File: config.mk
export PLATFORM = sky130hd
export DESIGN_NAME = mdu_iter_flat
export DESIGN_NICKNAME = d
export VERILOG_FILES = /design/src/rtl/mdu_pkg.sv /design/src/rtl/mdu_iter_if.sv /design/src/rtl/mdu_div_step.sv /design/src/rtl/mdu_iter.sv /design/src/flat_wrapper.sv
export SDC_FILE = /design/constraint.sdc
export NUM_CORES = 1
export LEC_CHECK = 0
export ABC_AREA = 1
export BUFFER_PORTS_ARGS = -buffer_cell sky130_fd_sc_hd__buf_4
export CAP_MARGIN = 20
export CORE_ASPECT_RATIO = 1.1
export CORE_MARGIN = 5
export CORE_UTILIZATION = 50
export DETAILED_ROUTE_END_ITERATION = 8
export PLACE_DENSITY = 0.68
export SETUP_SLACK_MARGIN = 0.1
export SYNTH_ARGS = -nofsm -noshare
export SYNTH_HDL_FRONTEND = slang
export SYNTH_SLANG_ARGS = --single-unit
File: constraint.sdc
create_clock -name clk -period 5.05 [get_ports clk]
set_input_delay 1.01 -clock clk [delete_from_list [all_inputs] [get_ports clk]]
set_output_delay 1.01 -clock clk [all_outputs]
set_load 0.03 [all_outputs]
File: src/rtl/mdu_pkg.sv
// Shared encodings and constants for the iterative multiply/divide unit.
package mdu_pkg;

   localparam logic [1:0] OP_MULT  = 2'b00;
   localparam logic [1:0] OP_MULTU = 2'b01;
   localparam logic [1:0] OP_DIV   = 2'b10;
   localparam logic [1:0] OP_DIVU  = 2'b11;

   localparam int          WIDTH_DEF = 32;
   localparam logic [31:0] DIV0_LO   = 32'hFFFFFFFF;

   typedef enum logic [1:0] {
      IDLE = 2'd0,
      RUN  = 2'd1,
      FIX  = 2'd2,
      DONE = 2'd3
   } mdu_state_t;

endpackage

File: src/rtl/mdu_iter_if.sv
// Multicycle-op handshake between the EX stage (master) and the MDU (slave).
interface mdu_iter_if
   import mdu_pkg::*;
#(
   parameter int WIDTH = WIDTH_DEF
);
   logic               start;
   logic [1:0]         op;
   logic [WIDTH-1:0]   a;
   logic [WIDTH-1:0]   b;
   logic               flush;
   logic               stall;
   logic               done;
   logic [2*WIDTH-1:0] hilo;
   logic               busy;

   modport master (
      output start, op, a, b, flush,
      input  stall, done, hilo, busy
   );

   modport slave (
      input  start, op, a, b, flush,
      output stall, done, hilo, busy
   );
endinterface

File: src/rtl/mdu_div_step.sv
// One restoring-division step: shift {rem,quo} left, trial-subtract divisor.
module mdu_div_step
   import mdu_pkg::*;
#(
   parameter int WIDTH = WIDTH_DEF
) (
   input  logic [WIDTH-1:0] rem_in,
   input  logic [WIDTH-1:0] quo_in,
   input  logic [WIDTH-1:0] divisor,
   output logic [WIDTH-1:0] rem_out,
   output logic [WIDTH-1:0] quo_out
);
   logic [WIDTH:0] shifted;
   logic [WIDTH:0] diff;

   // Shifted partial remainder needs WIDTH+1 bits; a set MSB of diff means borrow.
   assign shifted = {rem_in, quo_in[WIDTH-1]};
   assign diff    = shifted - {1'b0, divisor};
   assign rem_out = diff[WIDTH] ? shifted[WIDTH-1:0] : diff[WIDTH-1:0];
   assign quo_out = {quo_in[WIDTH-2:0], ~diff[WIDTH]};
endmodule

File: src/rtl/mdu_iter.sv
// Iterative MULT/MULTU/DIV/DIVU responder for the EX multicycle handshake.
// Define MDU_FAST_MUL_EN to compute multiplies in one cycle in FIX instead of RUN.
module mdu_iter
   import mdu_pkg::*;
#(
   parameter int WIDTH = WIDTH_DEF,
   parameter int ITER  = WIDTH
) (
   input logic       clk,
   input logic       rst,
   mdu_iter_if.slave bus
);
   localparam int CNT_W = (ITER > 1) ? $clog2(ITER) : 1;

   mdu_state_t         state;
   logic [CNT_W-1:0]   counter;
   logic [2*WIDTH-1:0] acc;
   logic [WIDTH-1:0]   opnd;
   logic [1:0]         opReg;
   logic               negA;
   logic               negB;
   logic               divZero;
   logic [2*WIDTH-1:0] hiloReg;

   logic               accept;
   logic               isDiv;
   logic               isSigned;
   logic               bZero;
   logic [WIDTH-1:0]   absA;
   logic [WIDTH-1:0]   absB;
   logic [WIDTH:0]     mulSum;
   logic [WIDTH-1:0]   remNext;
   logic [WIDTH-1:0]   quoNext;
   logic [WIDTH-1:0]   fixRem;
   logic [WIDTH-1:0]   fixQuo;
   logic [2*WIDTH-1:0] fixProd;
   logic [2*WIDTH-1:0] fixResult;

   function automatic logic [WIDTH-1:0] absVal(input logic [WIDTH-1:0] x, input logic sgn);
      return (sgn && x[WIDTH-1]) ? -x : x;
   endfunction

   assign accept   = bus.start && !bus.flush && (state == IDLE || state == DONE);
   assign isDiv    = bus.op[1];
   assign isSigned = !bus.op[0];
   assign bZero    = (bus.b == '0);
   assign absA     = absVal(bus.a, isSigned);
   assign absB     = absVal(bus.b, isSigned);

   assign bus.stall = accept || bus.busy;
   assign bus.busy  = (state == RUN) || (state == FIX);
   assign bus.done  = (state == DONE);
   assign bus.hilo  = hiloReg;

   // Multiplier sits in acc's low half and drains out of bit 0 as the product shifts in.
   assign mulSum = acc[0] ? ({1'b0, acc[2*WIDTH-1:WIDTH]} + {1'b0, opnd})
                          : {1'b0, acc[2*WIDTH-1:WIDTH]};

   mdu_div_step #(.WIDTH(WIDTH)) u_divStep (
      .rem_in  (acc[2*WIDTH-1:WIDTH]),
      .quo_in  (acc[WIDTH-1:0]),
      .divisor (opnd),
      .rem_out (remNext),
      .quo_out (quoNext)
   );

   always_comb begin
      fixRem    = acc[2*WIDTH-1:WIDTH];
      fixQuo    = acc[WIDTH-1:0];
`ifdef MDU_FAST_MUL_EN
      fixProd   = {{WIDTH{1'b0}}, opnd} * {{WIDTH{1'b0}}, acc[WIDTH-1:0]};
`else
      fixProd   = acc;
`endif
      fixResult = acc;
      if (divZero) begin
         fixResult = acc;
      end else if (opReg[1]) begin
         // Quotient sign follows the operand signs; remainder follows the dividend.
         if (!opReg[0] && (negA ^ negB)) fixQuo = -fixQuo;
         if (!opReg[0] && negA)          fixRem = -fixRem;
         fixResult = {fixRem, fixQuo};
      end else begin
         if (!opReg[0] && (negA ^ negB)) fixProd = -fixProd;
         fixResult = fixProd;
      end
   end

   always_ff @(posedge clk or negedge rst) begin
      if (!rst) begin
         state   <= IDLE;
         counter <= '0;
         acc     <= '0;
         opnd    <= '0;
         opReg   <= OP_MULT;
         negA    <= 1'b0;
         negB    <= 1'b0;
         divZero <= 1'b0;
         hiloReg <= '0;
      end else begin
         case (state)
            IDLE, DONE: begin
               state <= IDLE;
               if (accept) begin
                  opReg   <= bus.op;
                  negA    <= isSigned && bus.a[WIDTH-1];
                  negB    <= isSigned && bus.b[WIDTH-1];
                  counter <= '0;
                  divZero <= isDiv && bZero;
                  if (isDiv) begin
                     opnd  <= absB;
                     acc   <= bZero ? {bus.a, WIDTH'(DIV0_LO)} : {{WIDTH{1'b0}}, absA};
                     state <= bZero ? FIX : RUN;
                  end else begin
                     opnd  <= absA;
                     acc   <= {{WIDTH{1'b0}}, absB};
`ifdef MDU_FAST_MUL_EN
                     state <= FIX;
`else
                     state <= RUN;
`endif
                  end
               end
            end
            RUN: begin
               if (bus.flush) begin
                  state <= IDLE;
               end else begin
                  acc     <= opReg[1] ? {remNext, quoNext} : {mulSum, acc[WIDTH-1:1]};
                  counter <= counter + 1'b1;
                  if (counter == CNT_W'(ITER - 1)) state <= FIX;
               end
            end
            FIX: begin
               if (bus.flush) begin
                  state <= IDLE;
               end else begin
                  hiloReg <= fixResult;
                  state   <= DONE;
               end
            end
            default: state <= IDLE;
         endcase
      end
   end
endmodule

File: src/flat_wrapper.sv
// flat-port wrapper written by rule: the top's interface ports become plain ports
module mdu_iter_flat import mdu_pkg::*;
#(
   parameter int WIDTH = WIDTH_DEF,
   parameter int ITER  = WIDTH
)
  (clk, rst, bus_start, bus_op, bus_a, bus_b, bus_flush, bus_stall, bus_done, bus_hilo, bus_busy);
  mdu_iter_if #(.WIDTH(WIDTH)) bus_i ();
  input logic clk;
  input logic rst;
  input wire logic [$bits(bus_i.start)-1:0] bus_start;
  input wire logic [$bits(bus_i.op)-1:0] bus_op;
  input wire logic [$bits(bus_i.a)-1:0] bus_a;
  input wire logic [$bits(bus_i.b)-1:0] bus_b;
  input wire logic [$bits(bus_i.flush)-1:0] bus_flush;
  output wire logic [$bits(bus_i.stall)-1:0] bus_stall;
  output wire logic [$bits(bus_i.done)-1:0] bus_done;
  output wire logic [$bits(bus_i.hilo)-1:0] bus_hilo;
  output wire logic [$bits(bus_i.busy)-1:0] bus_busy;
  assign bus_i.start = bus_start;
  assign bus_i.op = bus_op;
  assign bus_i.a = bus_a;
  assign bus_i.b = bus_b;
  assign bus_i.flush = bus_flush;
  assign bus_stall = bus_i.stall;
  assign bus_done = bus_i.done;
  assign bus_hilo = bus_i.hilo;
  assign bus_busy = bus_i.busy;
  mdu_iter #(.WIDTH(WIDTH), .ITER(ITER)) u_core (.clk(clk), .rst(rst), .bus(bus_i));
endmodule
==> metrics.md <==
| Metric | Value |
|---|---|
| Post-CTS Hold Fix Bufs | 0 |
| Setup TNS | 0 ns |
| First-pass GRT wire length | roughly 120,000 um |
| Total Routed Length | a little under 80,000 um |
| Status | completed |
| Top Ports | 137 |
| Mapped Cells | approximately 3,200 |
| Crit-path cells | clkinv_1 > fa_1 > inv_1 > nand3_1 > nand2_2 > nand2_1 > nand2_1 > nand2_1 > nand2_1 > nand2_1 > nand3_2 > buf_4 > nand2_2 > nand2_1 > nand2_1 > nand2_1 > nand2_1 > nand2_1 > nand2_1 |
| Layout area overhead | 10.6% |
| Total grt overflow | 0 |
| Max stage delay on crit path | approximately 0.59 ns |
| Non-filler instance count after layout | between 3,000 and 4,000 |
| Inst Count DP | ~3,700 |
| Crit path time final | a little under 4 ns |
| Slew HR | 32.3% |
| Worst ir drop on vdd | 308 uV |
| Leakage | roughly 11 nW |
| 1st-pass router iterations | 7 |
| Clk_skew | 0.0146 ns |
| Total GRT Usage | between 30% and 40% |
| Power after layout | 14.9 mW |
| WL/cell | between 20 and 25 um |
| #FFs+latches synth | 172 |
| Crit start category | flip-flop |
| Std-Cell Rows | 73 |
| Starting Density | between 50% and 60% |
| CTS buffer count | 17 |
| Period utilisation layout | about three quarters |
| Pins over their slew limit | 0 |
| Worst min path class | reg -> reg |
| Ys Warns | 0 |
| Setup violators final | 0 |
| Antenna Violating Nets Remaining | 0 |
| Residual DRC count | 0 |
| Root buf cell | clkbuf_16 |
| Internal power | 5.89 mW |
| Switching pwr | 8.96 mW |
| Sink Count | ~170 |
| Comb pwr share | a little over two thirds |
| Seq/Total Area, Yosys | a little under a quarter |
| ANT cells | 0 |
| Die width | approximately 190 um |
| Post-CTS Setup Inserts | 0 |
| Pwr per Cell Area | ~730 nW/um^2 |
| First DRT Iteration DRCs | between 2,000 and 2,500 |
| Max Fclk | 258 MHz |
| CP max FO | 33 |
| Vias per inst | around 5.8 |
| Synth async-reset ratio | 100% |
| Post-CTS resize count | 0 |
| CP endpoint kind | flip-flop |
| Port Buffer Count | ~140 |
| Req. time, crit path | 5.40 ns |
| Pin count of the biggest net entering global routing | slightly above 100 |
| Critical path class | reg -> reg |
| Dpl hpwl | between 60,000 and 70,000 um |
| Sequential share of power | approximately 20% |
| Core area | about 36,000 um^2 |
| Clock power frac | roughly a tenth |
| Die area | just over 40,000 um^2 |
| GPL Wtd Cong | around 1.1 |
| Most frequent cell on the critical path | nand2_1 |
| Share of layout cells above drive strength 1 | under 10% |
| Predominant post-synthesis flop cell | dfrtp_1 |
| Clk slew on worst S/H paths | roughly 0.08 ns |
| Critical path buffer and inverter count | 3 |
| Yosys cell types | a little under 50 |
| Switching Fraction | between 60% and 70% |
| Synthesized net count | between 3,000 and 4,000 |
| Max-cap violations | 0 |
| CTS tree | built |
| H-tree depth | 4 |
| Measured slew at the worst slew-check pin | between 1 and 1.5 ns |
| Hold Violations, Final | 0 |
| WP data arrival | ~4.2 ns |
| Die span in y | approximately 210 um |
| Antenna violations before repair | 1 |
| Worst-case clock buffer depth | 2 |
| Number of global-route vias before repair | about 20,000 |
| R2r setup slk | 1.18 ns |
| Crit path max-delay family | simple AND/OR/NAND/NOR gates |
| Vias | 21,600 |
| Fillers | 3,761 |
| Skew-Pair Late Insertion Delay | around 0.47 ns |
| # nets final | around 3,400 |
| RSZ-0062 raised after global routing | no |
| Mapped cell area | 18,400 um^2 |
| Syn avg cell area | around 5.8 um^2 |
| Post-synth EDFFs | 0 |
| Critical path's slowest cell | fa_1 |
[worst register-to-register path, cell delays in order (launching register included)]
cell and delay [ns]:
dfrtp_1 0.44, clkinv_1 0.38, fa_1 0.59, inv_1 0.14, nand3_1 0.10, nand2_2 0.15, nand2_1 0.07, nand2_1 0.14
nand2_1 0.07, nand2_1 0.10, nand2_1 0.10, nand3_2 0.06, buf_4 0.37, nand2_2 0.53, nand2_1 0.21, nand2_1 0.07
nand2_1 0.06, nand2_1 0.06, nand2_1 0.07, nand2_1 0.05
[power by group through the flow]
stage / combinational, mW / clock (mW) / sequential, mW
2_1_floorplan: 6.88 / 0 / 2.87
3_3_place_gp: 10.1 / 0 / 2.90
3_5_place_dp: 10.2 / 0 / 2.93
4_1_cts: 10.2 / 1.37 / 2.90
5_1_grt: 11.5 / 1.42 / 2.99
6_report: 10.5 / 1.37 / 2.98
[state kept, by name (all words and copies together) (netlist names)]
register and flops:
u_core.opReg 2, u_core.opnd 32, u_core.negA 1, u_core.bus.hilo 64, u_core.negB 1, u_core.divZero 1, u_core.state 2, u_core.acc 64
u_core.counter 5
[synth_stat cells (all sizes together), types with 6 or more instances]
cell,number,share of area (%)
ha,73,5.0
o221ai,11,0.52
o21bai,9,0.37
xnor2,27,1.3
a31oi,6,0.20
o211ai,24,0.98
a21oi,139,3.8
buf,29,0.95
nand3,244,6.8
xor2,90,4.3
clkbuf,78,1.6
nand2,1124,23
dfrtp,172,23
nand4,40,1.4
nor2,274,5.8
o21ai,260,7.1
nor3,56,1.6
inv,470,9.6
and2,10,0.34
a22oi,14,0.57
[metrics by stage]
stage / instance area, um^2 / setup WS, ns / utilization, % / hold WS (ns)
after floorplan: 18400 / 2.25 / - / 0.453
after global placement: 19700 / 1.41 / 54.4 / 0.464
after detailed placement: 19700 / 1.36 / 54.4 / 0.469
after CTS: 20300 / 1.35 / 56.0 / 0.486
after global routing: 20300 / 0.928 / 56.0 / 0.497
final: 20300 / 1.18 / 56.0 / 0.483
[cell usage in the layout, fill, tap and decap left out, types with 27 or more instances in the layout]
cell type	netlist	layout
inv_1	465	465
a21oi_1	137	137
o21ai_1	35	35
nor3_1	55	55
nand2_1	1119	1117
xnor2_1	27	27
o21ai_0	224	224
xor2_1	90	90
buf_4	4	158
ha_1	73	73
nand3_1	240	240
dfrtp_1	172	171
nor2_1	267	267
nand4_1	39	39
[kinds of logic (layout without fill, tap and decap cells)]
logic type,after synthesis,in the layout,share of synthesized area [%]
simple gates,1763,1763,39.6
compound gates,472,472,13.9
mux,1,1,0.0545
fa+ha+maj,75,75,5.19
xor+xnor,117,117,5.58
flops,172,172,23.4
buf+inv,582,666,12.2
[path summary, 6_finish.rpt]
kind | startpoint | end | cells after the start
max in group asynchronous | rst | u_core.counter[3]$_DFFE_PN0P_ | 2
worst max-delay path | u_core.acc[32]$_DFFE_PN0P_ | u_core.acc[60]$_DFFE_PN0P_ | 19
worst min register to register | u_core.bus.hilo[48]$_DFFE_PN0P_ | u_core.bus.hilo[48]$_DFFE_PN0P_ | 2
min in group asynchronous | rst | u_core.bus.hilo[38]$_DFFE_PN0P_ | 1
worst min-delay path | u_core.bus.hilo[48]$_DFFE_PN0P_ | u_core.bus.hilo[48]$_DFFE_PN0P_ | 2
worst max register to register | u_core.acc[32]$_DFFE_PN0P_ | u_core.acc[60]$_DFFE_PN0P_ | 19
[routing by layer]
layer  vias to the layer above  GRT usage, %  wire length, um  share of wire, %
met2                      1304          56.0            33200                43
met1                      9878          50.5            31000                40
met4                         2          17.9             4300               5.5
met3                       215          9.21             9220                12
met5                         -             0               12             0.015
li1                      10200             -                -                 -
[final cells by class]
class	count	area, um^2	area share [%]
clock inverter	13	148	0.727
sequential	172	4310	21.2
clock buffer	19	443	2.18
timing repair buffer	159	1200	5.89
tap	487	609	3.00
multi-input combinational	2428	11800	58.2
inverter	475	1780	8.77
Power figures use the tool's default switching activity.
